## config.mk

```make
export PLATFORM = sky130hd
export DESIGN_NAME = div_scheduler_flat
export DESIGN_NICKNAME = d
export VERILOG_FILES = /design/src/rtl/div_scheduler_if.sv /design/src/rtl/div_scheduler.sv /design/src/flat_wrapper.sv
export SDC_FILE = /design/constraint.sdc
export NUM_CORES = 1
export LEC_CHECK = 0
export BUFFER_PORTS_ARGS = -buffer_cell sky130_fd_sc_hd__buf_4
export CAP_MARGIN = 30
export CORE_UTILIZATION = 45
export DETAILED_ROUTE_END_ITERATION = 16
export HOLD_SLACK_MARGIN = 0.15
export PLACE_DENSITY = 0.84
export SLEW_MARGIN = 20
export SYNTH_ARGS = -nofsm -noshare
export SYNTH_HDL_FRONTEND = slang
export SYNTH_SLANG_ARGS = --single-unit
```

## constraint.sdc

```tcl
create_clock -name clk -period 2.79 [get_ports clk]
set_input_delay 0.4185 -clock clk [delete_from_list [all_inputs] [get_ports clk]]
set_output_delay 0.4185 -clock clk [all_outputs]
set_load 0.01 [all_outputs]
```

## src/rtl/div_scheduler_if.sv

```systemverilog
// rtl/div_scheduler_if.sv - request, response and divider signal bundle for div_scheduler
interface div_scheduler_if #(
    parameter int W       = 8,
    parameter int NUM_REQ = 4
);
    localparam int ID_W = $clog2(NUM_REQ);

    logic [NUM_REQ-1:0]   req_valid;
    logic [NUM_REQ-1:0]   req_ready;
    logic [NUM_REQ*W-1:0] req_dividend;
    logic [NUM_REQ*W-1:0] req_divisor;

    logic                 resp_valid;
    logic                 resp_ready;
    logic [ID_W-1:0]      resp_id;
    logic [W-1:0]         resp_quotient;
    logic [W-1:0]         resp_remainder;
    logic                 resp_dbz;
    logic                 resp_timeout;

    logic                 div_start;
    logic [W-1:0]         div_dividend;
    logic [W-1:0]         div_divisor;
    logic                 div_clr;
    logic                 div_stop;
    logic [W-1:0]         div_quotient;
    logic [W-1:0]         div_remainder;

    modport slave (
        input  req_valid, req_dividend, req_divisor, resp_ready,
               div_stop, div_quotient, div_remainder,
        output req_ready, resp_valid, resp_id, resp_quotient, resp_remainder,
               resp_dbz, resp_timeout, div_start, div_dividend, div_divisor, div_clr
    );

    modport master (
        output req_valid, req_dividend, req_divisor, resp_ready,
               div_stop, div_quotient, div_remainder,
        input  req_ready, resp_valid, resp_id, resp_quotient, resp_remainder,
               resp_dbz, resp_timeout, div_start, div_dividend, div_divisor, div_clr
    );
endinterface

```

## src/rtl/div_scheduler.sv

```systemverilog
// rtl/div_scheduler.sv - round-robin front end sharing one divider among NUM_REQ requesters
module div_scheduler #(
    parameter int W       = 8,
    parameter int NUM_REQ = 4,
    parameter int TIMEOUT = 64
) (
    input  logic           clk,
    input  logic           rst_n,
    div_scheduler_if.slave bus
);
    localparam int ID_W  = $clog2(NUM_REQ);
    localparam int CNT_W = $clog2(TIMEOUT + 1);

    typedef enum logic [1:0] {IDLE, ISSUE, WAIT, RESP} state_t;

    state_t           state;
    logic [ID_W-1:0]  rr_ptr;
    logic [ID_W-1:0]  gnt_idx;
    logic [ID_W-1:0]  cand;
    logic             gnt_any;
    logic [W-1:0]     gnt_dividend;
    logic [W-1:0]     gnt_divisor;
    logic [CNT_W-1:0] wd_cnt;
    logic             wd_expire;

    // First valid requester strictly after rr_ptr, searching with wrap-around.
    always_comb begin
        gnt_any = 1'b0;
        gnt_idx = '0;
        cand    = '0;
        for (int k = 1; k <= NUM_REQ; k++) begin
            cand = ID_W'((int'(rr_ptr) + k) % NUM_REQ);
            if (!gnt_any && bus.req_valid[cand]) begin
                gnt_any = 1'b1;
                gnt_idx = cand;
            end
        end
    end

    assign gnt_dividend = bus.req_dividend[gnt_idx*W +: W];
    assign gnt_divisor  = bus.req_divisor[gnt_idx*W +: W];
    assign wd_expire    = (wd_cnt == CNT_W'(TIMEOUT - 1));

    // rst_n gating keeps the accept strobe low while reset is held.
    assign bus.req_ready = (rst_n && state == IDLE && gnt_any) ? (NUM_REQ'(1) << gnt_idx) : '0;
    assign bus.div_clr   = (state == WAIT) && !bus.div_stop && wd_expire;

    always_ff @(posedge clk or negedge rst_n) begin
        if (!rst_n) begin
            state              <= IDLE;
            rr_ptr             <= ID_W'(NUM_REQ - 1);
            wd_cnt             <= '0;
            bus.div_start      <= 1'b0;
            bus.div_dividend   <= '0;
            bus.div_divisor    <= '0;
            bus.resp_valid     <= 1'b0;
            bus.resp_id        <= '0;
            bus.resp_quotient  <= '0;
            bus.resp_remainder <= '0;
            bus.resp_dbz       <= 1'b0;
            bus.resp_timeout   <= 1'b0;
        end else begin
            case (state)
                IDLE: begin
                    if (gnt_any) begin
                        rr_ptr           <= gnt_idx;
                        bus.resp_id      <= gnt_idx;
                        bus.div_dividend <= gnt_dividend;
                        bus.div_divisor  <= gnt_divisor;
                        if (gnt_divisor == '0) begin
                            bus.resp_quotient  <= '1;
                            bus.resp_remainder <= gnt_dividend;
                            bus.resp_dbz       <= 1'b1;
                            bus.resp_valid     <= 1'b1;
                            state              <= RESP;
                        end else begin
                            bus.div_start <= 1'b1;
                            state         <= ISSUE;
                        end
                    end
                end
                ISSUE: begin
                    bus.div_start <= 1'b0;
                    wd_cnt        <= '0;
                    state         <= WAIT;
                end
                WAIT: begin
                    wd_cnt <= wd_cnt + 1'b1;
                    if (bus.div_stop) begin
                        bus.resp_quotient  <= bus.div_quotient;
                        bus.resp_remainder <= bus.div_remainder;
                        bus.resp_valid     <= 1'b1;
                        state              <= RESP;
                    end else if (wd_expire) begin
                        bus.resp_quotient  <= '0;
                        bus.resp_remainder <= '0;
                        bus.resp_timeout   <= 1'b1;
                        bus.resp_valid     <= 1'b1;
                        state              <= RESP;
                    end
                end
                RESP: begin
                    if (bus.resp_ready) begin
                        bus.resp_valid   <= 1'b0;
                        bus.resp_dbz     <= 1'b0;
                        bus.resp_timeout <= 1'b0;
                        state            <= IDLE;
                    end
                end
                default: state <= IDLE;
            endcase
        end
    end
endmodule

```

## src/flat_wrapper.sv

```systemverilog
// flat-port wrapper written by rule: the top's interface ports become plain ports
module div_scheduler_flat 
#(
    parameter int W       = 8,
    parameter int NUM_REQ = 4,
    parameter int TIMEOUT = 64
)
  (clk, rst_n, bus_req_valid, bus_req_dividend, bus_req_divisor, bus_resp_ready, bus_div_stop, bus_div_quotient, bus_div_remainder, bus_req_ready, bus_resp_valid, bus_resp_id, bus_resp_quotient, bus_resp_remainder, bus_resp_dbz, bus_resp_timeout, bus_div_start, bus_div_dividend, bus_div_divisor, bus_div_clr);
  div_scheduler_if #(.W(W), .NUM_REQ(NUM_REQ)) bus_i ();
  input  logic clk;
  input  logic rst_n;
  input wire logic [$bits(bus_i.req_valid)-1:0] bus_req_valid;
  input wire logic [$bits(bus_i.req_dividend)-1:0] bus_req_dividend;
  input wire logic [$bits(bus_i.req_divisor)-1:0] bus_req_divisor;
  input wire logic [$bits(bus_i.resp_ready)-1:0] bus_resp_ready;
  input wire logic [$bits(bus_i.div_stop)-1:0] bus_div_stop;
  input wire logic [$bits(bus_i.div_quotient)-1:0] bus_div_quotient;
  input wire logic [$bits(bus_i.div_remainder)-1:0] bus_div_remainder;
  output wire logic [$bits(bus_i.req_ready)-1:0] bus_req_ready;
  output wire logic [$bits(bus_i.resp_valid)-1:0] bus_resp_valid;
  output wire logic [$bits(bus_i.resp_id)-1:0] bus_resp_id;
  output wire logic [$bits(bus_i.resp_quotient)-1:0] bus_resp_quotient;
  output wire logic [$bits(bus_i.resp_remainder)-1:0] bus_resp_remainder;
  output wire logic [$bits(bus_i.resp_dbz)-1:0] bus_resp_dbz;
  output wire logic [$bits(bus_i.resp_timeout)-1:0] bus_resp_timeout;
  output wire logic [$bits(bus_i.div_start)-1:0] bus_div_start;
  output wire logic [$bits(bus_i.div_dividend)-1:0] bus_div_dividend;
  output wire logic [$bits(bus_i.div_divisor)-1:0] bus_div_divisor;
  output wire logic [$bits(bus_i.div_clr)-1:0] bus_div_clr;
  assign bus_i.req_valid = bus_req_valid;
  assign bus_i.req_dividend = bus_req_dividend;
  assign bus_i.req_divisor = bus_req_divisor;
  assign bus_i.resp_ready = bus_resp_ready;
  assign bus_i.div_stop = bus_div_stop;
  assign bus_i.div_quotient = bus_div_quotient;
  assign bus_i.div_remainder = bus_div_remainder;
  assign bus_req_ready = bus_i.req_ready;
  assign bus_resp_valid = bus_i.resp_valid;
  assign bus_resp_id = bus_i.resp_id;
  assign bus_resp_quotient = bus_i.resp_quotient;
  assign bus_resp_remainder = bus_i.resp_remainder;
  assign bus_resp_dbz = bus_i.resp_dbz;
  assign bus_resp_timeout = bus_i.resp_timeout;
  assign bus_div_start = bus_i.div_start;
  assign bus_div_dividend = bus_i.div_dividend;
  assign bus_div_divisor = bus_i.div_divisor;
  assign bus_div_clr = bus_i.div_clr;
  div_scheduler #(.W(W), .NUM_REQ(NUM_REQ), .TIMEOUT(TIMEOUT)) u_core (.clk(clk), .rst_n(rst_n), .bus(bus_i));
endmodule
```

* Word-level counts from Yosys, hierarchy flattened
Cells that the tools add are included.
Cells by class: eq/ne operators 11, reductions and logical operators 26, shift operators 3, add/sub/neg operators 5, mux-type cells 45, $lt $le $gt $ge 4
Operator list (number):
- indexed part select 32 x 6 -> 8 bit | 2
- 2-to-1 mux 8 bit | 7
- case mux 8 bit (2 select lines) | 2
- 2-to-1 mux 2 bit | 9
- 2-to-1 mux 1 bit | 16
- case mux 7 bit (2 select lines) | 1
- less-than comparator 2 x 3 -> 1 bit (second input constant) | 4
- AND reduction 4 bit | 3
- nonzero test 2 bit | 5
- binary-select mux 1 bit (select 2 bit) | 4
- zero test 8 bit | 1
- != test 2 bit (second input constant) | 4
- case mux 2 bit (4 select lines) | 1
- adder 7 x 1 -> 7 bit (second input constant) | 1
- equality test 7 x 6 -> 1 bit (second input constant) | 1
- logical AND 1 bit | 7
- case mux 1 bit (2 select lines) | 3
- AND reduction 3 bit | 2
- AND reduction 5 bit | 1
- adder 2 x 1 -> 2 bit (second input constant) | 2
- adder 2 bit (second input constant) | 2
- equality test 2 bit (second input constant) | 2
- zero test 1 bit | 4
- 2-to-1 mux 4 bit | 1
- other kinds (8) | 9
Word-level totals: bits in registers 49, output and inout port bits 43, logic and storage cells 106, input port bits 88

* Logic depth before layout (Yosys ltp)
depth in word-level cells 18, depth in mapped cells 11

* Least setup slack after synthesis
Ideal clock, no wire load.
path type flip-flop to flip-flop, from register u_core.rr_ptr[0], to register u_core.bus.resp_quotient[6], arrival 2.626 ns, setup slack 0.027 ns, path buffers 2, stages on the path, launching flop included 11, library setup time 0.137 ns, path through dfstp_2 -> nand2b_1 -> a21oi_2 -> or3_1 -> buf_2 -> a211oi_1 -> o22ai_1 -> nor4_4 -> and3_1 -> buf_4 -> a221oi_2
On the way: longest elaborated chain between the ends 17
Ends and longest elaborated chain:
- start: declaration | RTL line div_scheduler.sv:17 | logic [ID_W-1:0] rr_ptr;
- start signal: assignment | RTL line div_scheduler.sv:51 | rr_ptr <= ID_W'(NUM_REQ - 1);
- start signal: assignment | RTL line div_scheduler.sv:66 | rr_ptr <= gnt_idx;
- adder 2 x 1 -> 2 bit | RTL line div_scheduler.sv:32 | cand = ID_W'((int'(rr_ptr) + k) % NUM_REQ);
- binary-select mux 1 bit (select 2 bit) | RTL line div_scheduler.sv:33 | if (!gnt_any && bus.req_valid[cand]) begin
- 2-to-1 mux 1 bit (not written as such) | RTL line div_scheduler.sv:33
- 2-to-1 mux 1 bit | RTL line div_scheduler.sv:33
- zero test 1 bit | RTL line div_scheduler.sv:33
- logical AND 1 bit | RTL line div_scheduler.sv:33
- 2-to-1 mux 1 bit | RTL line div_scheduler.sv:33
- zero test 1 bit | RTL line div_scheduler.sv:33
- logical AND 1 bit | RTL line div_scheduler.sv:33
- 2-to-1 mux 1 bit | RTL line div_scheduler.sv:33
- zero test 1 bit | RTL line div_scheduler.sv:33
- logical AND 1 bit | RTL line div_scheduler.sv:33
- 2-to-1 mux 2 bit | RTL line div_scheduler.sv:33
- indexed part select 32 x 6 -> 8 bit | RTL line div_scheduler.sv:41 | assign gnt_divisor = bus.req_divisor[gnt_idx*W +: W];
- zero test 8 bit | RTL line div_scheduler.sv:70 | if (gnt_divisor == '0) begin
- != test 2 bit (no source line)
- AND reduction 4 bit (no source line) (*)
- end signal: assignment | RTL line div_scheduler.sv:90 | bus.resp_quotient <= bus.div_quotient;
- end: declaration | RTL line div_scheduler_if.sv:32 | output req_ready, resp_valid, resp_id, resp_quotient, resp_remainder,
Mark *: on every way between the ends. The rest lies on a longest branch, timed or not. The select of a mux whose other input is x is not followed. A chain may end at the register's enable or synchronous reset.

* Worst setup path after layout
from register u_core.rr_ptr[0], to register u_core.bus.resp_quotient[3]
The elaborated chain is that of the path after synthesis.

==> results.md <==
* Syn Nets at 507
* Final Slew Violations at 0
* Avg Cell Area, Syn at just over 8 um2
* Critical Path Source Type: flip-flop
* Hold slack final at 0.2573 ns
* Max cap viols at 0
* TritonCTS buffer count at 5
* Antenna viol nets, final at 0
* Most used DFF post-synth: dfrtp_1
* Router iterations before antenna repair at 5
* Routed WL at 11,650 um
* FFs w/ async S/R, synth at 100.0%
* Post-Place Cell Area at 0.004676 mm2
* Vias post-DR at 3,933
* Ys Warns at 0
* Final min period at 2.780 ns
* Num ports at 131
* Most frequent cells in the layout: buf_4 (169), nand2_1 (96), dfrtp_1 (47)
* Leakage dissipation at 2.400 nW
* Rows at 31
* H-tree Lvls at 2
* Area growth syn-to-layout at 53.61%
* Clock skew at roughly 0.009 ns
* Critical path type: reg2reg
* GRT Resource Usage Total at 27.48%
* Final core occ at 71.23%
* Period utilisation layout at 99.65%
* Total congestion overflow at 0
* Detailed Place HPWL at 7861 um
* Worst-path maximum fanout at 9
* First-pass GRT wire length at about 17,000 um
* Residual DRC at 0
* # port buffers at between 100 and 150
* DR vias/cell at 5.870
* Pin count of the biggest net entering global routing at 50
* Hold crit path type: in2async
* Clk slew on worst S/H paths at approximately 0.090 ns
* Status: finished clean
* Share of post-route cells with drive strength above 1 at 40.28%
* Mapped cell area at ~0.0034 mm2
* Final Wtd Congestion at 0.8657
* Worst vdd rail ir drop at 0.0003599 V
* Final setup violation count at 0
* Register bit total from synthesis at 49
* Final Hold Viols at 0
* Max frequency at between 0.3 and 0.4 GHz
* Worst Max-Slew Pin Slew at around 0.65 ns
* Worst Path Arrival at 2.98 ns
* Fillers at 547
* Clock sink count at 49
* Commonest non-fill, non-tap cell in the layout: buf_4
* Vias in the first global route at 3,623
* Cell at the root of the clock tree: clkbuf_8
* Final Instance Area at roughly 0.0052 mm2
* Antenna violations before repair at 0
* Final #Nets at 663
* Register area share after synthesis at 36.53%
* Longest Clk Path Bufs at 2
* Initial Util at 46.37%
* Starting DRT DRC Count at 262
* Setup crit end kind: flip-flop
* Library cells used by synthesis at 46
* # diodes at 0
* Core area at 0.007253 mm2
* CTS tree: built
* Reg2reg path depth at 10
* WL/cell at 17.39 um
* Die Area at 0.007823 mm2
* Pwr Density at 1005 mW/mm2
* EDFF count, synth at 0
* Synth Instances at just over 400
* Die height at 88.45 um
* Die width at 88.45 um
* Worst path required time at 2.99 ns
* Clock Latency Late Sink at ~0.30 ns
* Relative slew margins at 56.56%
==> cell families (layout without fill, tap and decap cells) <==
kind of cell / count (synthesis) / count (layout) / synth area share, %
flops: 49 / 49 / 36.53
xor+xnor: 1 / 1 / 0.2605
fa+ha+maj: 5 / 5 / 1.860
simple gates: 175 / 175 / 23.18
compound gates: 117 / 117 / 26.56
buf+inv: 49 / 206 / 5.841
mux: 18 / 18 / 5.766
==> synthesized netlist by cell type (3+ instances only) <==
master / instances / area, um2
nor3_1: 23 / 115.1
o21ai_0: 20 / 100.1
o211ai_1: 8 / 60.06
a211oi_1: 16 / 120.1
o21ai_1: 10 / 50.05
clkbuf_1: 22 / 82.58
buf_2: 4 / 20.02
o41a_1: 8 / 90.09
inv_1: 21 / 78.83
nand2_1: 96 / 360.4
nand4_1: 3 / 18.77
o22ai_1: 7 / 43.79
nand3_1: 13 / 65.06
o31ai_1: 9 / 67.56
ha_1: 5 / 62.56
a21oi_1: 5 / 25.02
dfrtp_1: 47 / 1176
mux2i_1: 16 / 160.2
nand2b_1: 3 / 18.77
nor2_1: 22 / 82.58
a31oi_1: 9 / 56.30
and3_1: 3 / 18.77
a221oi_2: 8 / 120.1
o221ai_1: 8 / 70.07
==> what timing repair did <==
action / CTS / global route
setup endpoints to repair: 12 / 20
hold buffers: 0 / 0
cloned: 0 / 1
setup buffers: 0 / 7
resized for setup: 15 / 33
pin swaps: 0 / 13
endpoints found under the hold margin: 0 / 0
==> worst max-delay path, stage by stage (launching register included) <==
cell and delay [ns]:
dfstp_2 0.54, nand2b_4 0.13, a21oi_2 0.06, or3_4 0.42, clkbuf_16 0.20, a211oi_2 0.30, o22ai_2 0.15, nor4_4 0.24
buf_6 0.18, o21ai_4 0.14, a221oi_2 0.31
==> sequential cells by signal, indices dropped and copies added, names as in the netlist <==
| register | cells |
|---|---|
| u_core.rr_ptr | 2 |
| u_core.bus.div_divisor | 8 |
| u_core.wd_cnt | 7 |
| u_core.state | 2 |
| u_core.bus.resp_timeout | 1 |
| u_core.bus.div_dividend | 8 |
| u_core.bus.resp_dbz | 1 |
| u_core.bus.div_start | 1 |
| u_core.bus.resp_valid | 1 |
| u_core.bus.resp_quotient | 8 |
| u_core.bus.resp_id | 2 |
| u_core.bus.resp_remainder | 8 |
==> stage by stage <==
| stage | instances | setup TNS (ns) | setup slack [ns] | total power, mW |
|---|---|---|---|---|
| global route | 670 | -0.3574 | -0.05745 | 5.538 |
| floorplan | 414 | 0 | 0.02699 | 2.982 |
| global placement | 654 | -0.3019 | -0.03972 | 4.030 |
| CTS | 662 | 0 | 0.03344 | 4.763 |
| finish | 670 | 0 | 0.009692 | 5.194 |
| detailed placement | 654 | -1.604 | -0.1231 | 4.142 |
==> worst paths after layout <==
check / start / to / slack [ns]
max: u_core.rr_ptr[0]$_DFFE_PN1P_ / u_core.bus.resp_quotient[3]$_DFFE_PN0P_ / 0.01
min: rst_n / u_core.bus.resp_timeout$_DFFE_PN0P_ / 0.26
max reg2reg: u_core.rr_ptr[0]$_DFFE_PN1P_ / u_core.bus.resp_quotient[3]$_DFFE_PN0P_ / 0.01
min reg2reg: u_core.bus.div_divisor[2]$_DFFE_PN0P_ / u_core.bus.div_divisor[2]$_DFFE_PN0P_ / 0.50
max in group asynchronous: rst_n / u_core.bus.div_divisor[4]$_DFFE_PN0P_ / 2.10
min in group clk: bus_div_quotient[1] / u_core.bus.resp_quotient[1]$_DFFE_PN0P_ / 0.40
==> per-layer routing <==
metal | part of all wire, % | vias up | global-route usage (%)
met5 | 0 | - | 0
met4 | 1.2 | 0 | 6.012
met3 | 6.8 | 10 | 4.291
met2 | 51 | 178 | 47.76
met1 | 41 | 1936 | 36.14
li1 | - | 1809 | -
==> power breakdown <==
group          total [mW]  switching (mW)  internal (mW)
Clock               0.540           0.248          0.292
Sequential           1.22           0.213           1.01
Combinational        3.44            1.90           1.54
Total                5.19            2.36           2.83
==> cell type report <==
| type | count | area (um2) | share of cell area (%) |
|---|---|---|---|
| clock buffer | 6 | 82.58 | 1.598 |
| clock inverter | 2 | 37.54 | 0.7266 |
| inverter | 21 | 78.83 | 1.526 |
| multi-input combinational | 316 | 2203 | 42.65 |
| sequential | 49 | 1229 | 23.78 |
| tap | 99 | 123.9 | 2.398 |
| timing repair buffer | 177 | 1411 | 27.32 |
No activity file was read; power rests on OpenSTA's default activity.
